<file path="config.mk">
export PLATFORM = sky130hd
export DESIGN_NAME = instr_fetch
export DESIGN_NICKNAME = d
export VERILOG_FILES = /design/src/rtl/instr_fetch.sv
export SDC_FILE = /design/constraint.sdc
export NUM_CORES = 1
export LEC_CHECK = 0
export ABC_AREA = 1
export BUFFER_PORTS_ARGS = -buffer_cell sky130_fd_sc_hd__buf_2
export CORE_MARGIN = 4
export CORE_UTILIZATION = 45
export DETAILED_ROUTE_END_ITERATION = 10
export PLACE_DENSITY_LB_ADDON = 0.05
export REMOVE_ABC_BUFFERS = 1
export SYNTH_ARGS = -nofsm -noshare
export SYNTH_HDL_FRONTEND = slang
export SYNTH_SLANG_ARGS = --single-unit
</file>
<file path="constraint.sdc">
create_clock -name clk -period 2.3 [get_ports clk]
set_input_delay 0.345 -clock clk [delete_from_list [all_inputs] [get_ports clk]]
set_output_delay 0.345 -clock clk [all_outputs]
set_load 0.01 [all_outputs]
</file>
<file path="src/rtl/instr_fetch.sv">
// Instruction-fetch sequencer: captures the PC on start, reads one word from
// instruction memory over a req/ack handshake, then presents PC+1 with a load pulse.
module instr_fetch #(
    parameter int ADDR_W  = 9,
    parameter int TIMEOUT = 16
) (
    input  logic              clk,
    input  logic              clr,
    input  logic              start,
    input  logic [31:0]       pc_q,
    output logic [31:0]       pc_d,
    output logic              pc_en,
    output logic [ADDR_W-1:0] mem_addr,
    output logic              mem_rd,
    input  logic              mem_ack,
    input  logic [31:0]       mem_data,
    output logic [31:0]       ir,
    output logic              ir_valid,
    output logic              busy,
    output logic              fault
);

    localparam int CNT_W = (TIMEOUT > 1) ? $clog2(TIMEOUT) : 1;
    localparam logic [CNT_W-1:0] CNT_LAST = CNT_W'(TIMEOUT - 1);

    typedef enum logic [1:0] {
        S_IDLE,
        S_ADDR,
        S_WAIT,
        S_DONE
    } state_t;

    state_t             state_q, state_d;
    logic [31:0]        shadow_q, shadow_d;
    logic [ADDR_W-1:0]  addr_q, addr_d;
    logic               rd_q, rd_d;
    logic [31:0]        ir_q, ir_d;
    logic               irv_q, irv_d;
    logic [31:0]        pcn_q, pcn_d;
    logic               pcen_q, pcen_d;
    logic               busy_q, busy_d;
    logic               fault_q, fault_d;
    logic [CNT_W-1:0]   cnt_q, cnt_d;

    always_ff @(posedge clk) begin
        if (clr) begin
            state_q  <= S_IDLE;
            shadow_q <= '0;
            addr_q   <= '0;
            rd_q     <= 1'b0;
            ir_q     <= '0;
            irv_q    <= 1'b0;
            pcn_q    <= '0;
            pcen_q   <= 1'b0;
            busy_q   <= 1'b0;
            fault_q  <= 1'b0;
            cnt_q    <= '0;
        end else begin
            state_q  <= state_d;
            shadow_q <= shadow_d;
            addr_q   <= addr_d;
            rd_q     <= rd_d;
            ir_q     <= ir_d;
            irv_q    <= irv_d;
            pcn_q    <= pcn_d;
            pcen_q   <= pcen_d;
            busy_q   <= busy_d;
            fault_q  <= fault_d;
            cnt_q    <= cnt_d;
        end
    end

    always_comb begin
        state_d  = state_q;
        shadow_d = shadow_q;
        addr_d   = addr_q;
        rd_d     = rd_q;
        ir_d     = ir_q;
        irv_d    = irv_q;
        pcn_d    = pcn_q;
        pcen_d   = pcen_q;
        busy_d   = busy_q;
        fault_d  = fault_q;
        cnt_d    = cnt_q;

        case (state_q)
            S_IDLE: begin
                if (start) begin
                    shadow_d = pc_q;
                    addr_d   = pc_q[ADDR_W-1:0];
                    busy_d   = 1'b1;
                    fault_d  = 1'b0;
                    state_d  = S_ADDR;
                end
            end
            S_ADDR: begin
                rd_d    = 1'b1;
                cnt_d   = '0;
                state_d = S_WAIT;
            end
            S_WAIT: begin
                // An ack on the final counted cycle still completes the fetch.
                if (mem_ack) begin
                    ir_d    = mem_data;
                    irv_d   = 1'b1;
                    pcn_d   = shadow_q + 32'd1;
                    pcen_d  = 1'b1;
                    rd_d    = 1'b0;
                    state_d = S_DONE;
                end else if (cnt_q == CNT_LAST) begin
                    rd_d    = 1'b0;
                    fault_d = 1'b1;
                    busy_d  = 1'b0;
                    state_d = S_IDLE;
                end else begin
                    cnt_d = cnt_q + 1'b1;
                end
            end
            S_DONE: begin
                irv_d   = 1'b0;
                pcen_d  = 1'b0;
                busy_d  = 1'b0;
                state_d = S_IDLE;
            end
            default: state_d = S_IDLE;
        endcase
    end

    assign pc_d     = pcn_q;
    assign pc_en    = pcen_q;
    assign mem_addr = addr_q;
    assign mem_rd   = rd_q;
    assign ir       = ir_q;
    assign ir_valid = irv_q;
    assign busy     = busy_q;
    assign fault    = fault_q;

endmodule

</file>
==> impl_metrics.toml <==
[outcome]
status = "finished clean"

[critical_path]
ff2ff_setup_slack_ns = 0.49
reg2reg_to = "pc_d[4]"
r2r-start = "state_q[0]"
critPathMaxFanout = 70
critical_path_arrival_ns = 2.09
worst-setup-path-type = "flip-flop to flip-flop"
cp.required_ns = 2.58
ff2ff_path_depth = 8
cp-end-kind = "flip-flop"
critPathLaunchType = "flip-flop"

[clock_network]
hold_buffers = 0
cts.sinks = 106
cts_setup_buffers = 0
clk_path_buf_depth = 2
cts_resized = 0
htree_levels = 3
clkLatencyLatePin_ns = 0.38
numCtsBuffers = 9
cts-root-buf = "clkbuf_8"
clkTransAtPathRegs_ns = 0.10
cts_tree = "done"

[timing]
fmax_mhz = 552.0
rsz0062_at_grt = "false"
relSlewSlack = 0.5695
fin_crit_ns = 1.812
skew_ns = 0.01083
period_share = 0.7876
hold_viol = 0
worst_pin_slew_ns = 0.6457
maxSlewViolCount = 0
finalSetupViolations = 0

[job]
cap_violations = 0

[worst_hold_path]
hold_path_class = "input port to flip-flop"
hp-start = "pc_q[1]"
hold_path_depth = 3
hold_end = "shadow_q[1]"

[synth]
synth_top_area_share = 0.4271
syn_area_mm2 = 0.004969
synthTopCellsByArea = "dfxtp_1, nor2_1, nand2_1"
synth.avg_cell_area_um2 = 6.863
async_reset_ff_frac = 0
synth-seq-cells = 106
synth-edff-count = 0
seq_area_frac_synth = 0.4271
synth_cell_types = 30
yosysWarnings = 0
synth_cells = 724
ys.flop_type = "dfxtp_1"
synth.most_common_cell = "nor2_1"
synth_top_cell_by_area = "dfxtp_1"
synthTopCellsByCount = "nor2_1, nand2_1, dfxtp_1, o21ai_0, inv_1"

[finish]
nFillCells = 1094
drive_above_1_share = 0.2193
nets = 920
fin_area_mm2 = 0.005902
area_growth_syn_to_layout_pct = 18.79
diodes = 0

[place]
dpl_cell_area_mm2 = 0.005717
gp_congestion = 0.8531
port_buffers = 145
place_hpwl_um = 9027

[routing]
drt-pass1-iter-count = 4
drtAntennaViolNets = 0
drtIter0Drc = 275
routedWlPerCell_um = 12.67
wirelength_um = 12520
vias_per_cell = 4.807
drcViolationCount = 0
vias = 4749

[floorplanning]
initial_utilization = 0.4583
rows = 38
die_w_um = 113.1
die_area_mm2 = 0.01279
core_mm2 = 0.01084
io_pins = 146
die_h_um = 113.1

[grt]
antenna_found_initial = 0
grt_overflow = 0
grt_use_total = 0.2004
grt_pass1_vias = 4505
grt_pass1_wl_um = 21200
grt_start_max_net_pins = 75

[power]
p_leak_nw = 2.793
total_power_mw = 5.019
power.density_mw_per_mm2 = 850.5
ir_drop_v = 0.0004001
[area by class of cell]
type	instances	area [µm²]	area share
Timing Repair Buffer	151	795.8	0.1348
Clock inverter	4	33.78	0.005724
Multi-Input combinational cell	513	2387	0.4045
Tap cell	140	175.2	0.02968
Sequential cell	106	2122	0.3596
Clock buffer	11	151.4	0.02565
Inverter	63	236.5	0.04007
[registers in the layout, indices dropped and copies added, names as in the netlist]
name / count
ir: 32
pc_d: 32
shadow_q: 32
cnt_q: 4
state_q: 2
busy: 1
fault: 1
mem_rd: 1
pc_en: 1
[logic make-up after synthesis]
| logic type | share of synthesized area |
|---|---|
| xor+xnor | 0.01763 |
| fa+ha+maj | 0.02015 |
| flops | 0.4271 |
| compound gates | 0.1216 |
| buf+inv | 0.09242 |
| simple gates | 0.3211 |
[routing by layer]
metal  up-vias  track usage  share of wire
li1       2501            -              -
met1      2127       0.2577           0.46
met2       104       0.3404           0.48
met3        17      0.03102          0.048
met4         0      0.07372          0.019
met5         -            0              0
[worst max-delay path, cell delays in order, from the launching register on]
cell,delay [ns]
dfxtp_1,0.35
inv_1,0.14
ha_1,0.34
nand2_1,0.16
inv_2,0.11
buf_12,0.28
nand2_1,0.09
o221ai_1,0.15
inv_1,0.06
[power by group]
group	internal (mW)	total, mW	switching, mW
Clock	0.458	1.11	0.657
Sequential	2.17	2.43	0.263
Combinational	0.573	1.48	0.903
Total	3.20	5.02	1.82
[placed cells by master, fill, tap and decap left out, drive strengths merged, types with 4 or more instances in the layout]
cell type  count
o21ai         83
clkbuf        11
nor2         196
xnor2          6
dfxtp        106
buf          151
or2            4
nand2        131
inv           64
ha             8
a21oi         33
xor2           4
nand3         42
[metrics by stage]
step                setup TNS (ns)  utilization  std cells  worst slack [ns]  hold WS, ns
detailed placement               0       0.5274        973            0.5102       0.4655
global route                     0       0.5444        988            0.3268       0.2123
CTS                              0       0.5444        988            0.4850       0.1992
finish                           0       0.5444        988            0.4884       0.2115
global placement                 0       0.5274        973            0.6013       0.4507
floorplan                   -3.306            -        682           -0.1701       0.4141
[worst max path at each step]
stage | startpoint | to | slack (ns) | cells after the start
2_1_floorplan | state_q[0] | pc_d[4] | -0.17 | 7
3_3_place_gp | state_q[0] | pc_d[4] | 0.60 | 8
3_5_place_dp | state_q[0] | pc_d[4] | 0.51 | 8
4_1_cts | state_q[0] | pc_d[4] | 0.48 | 8
5_1_grt | state_q[0] | pc_d[4] | 0.33 | 8
6_report | state_q[0] | pc_d[4] | 0.49 | 8
Power figures use the tool's default switching activity.
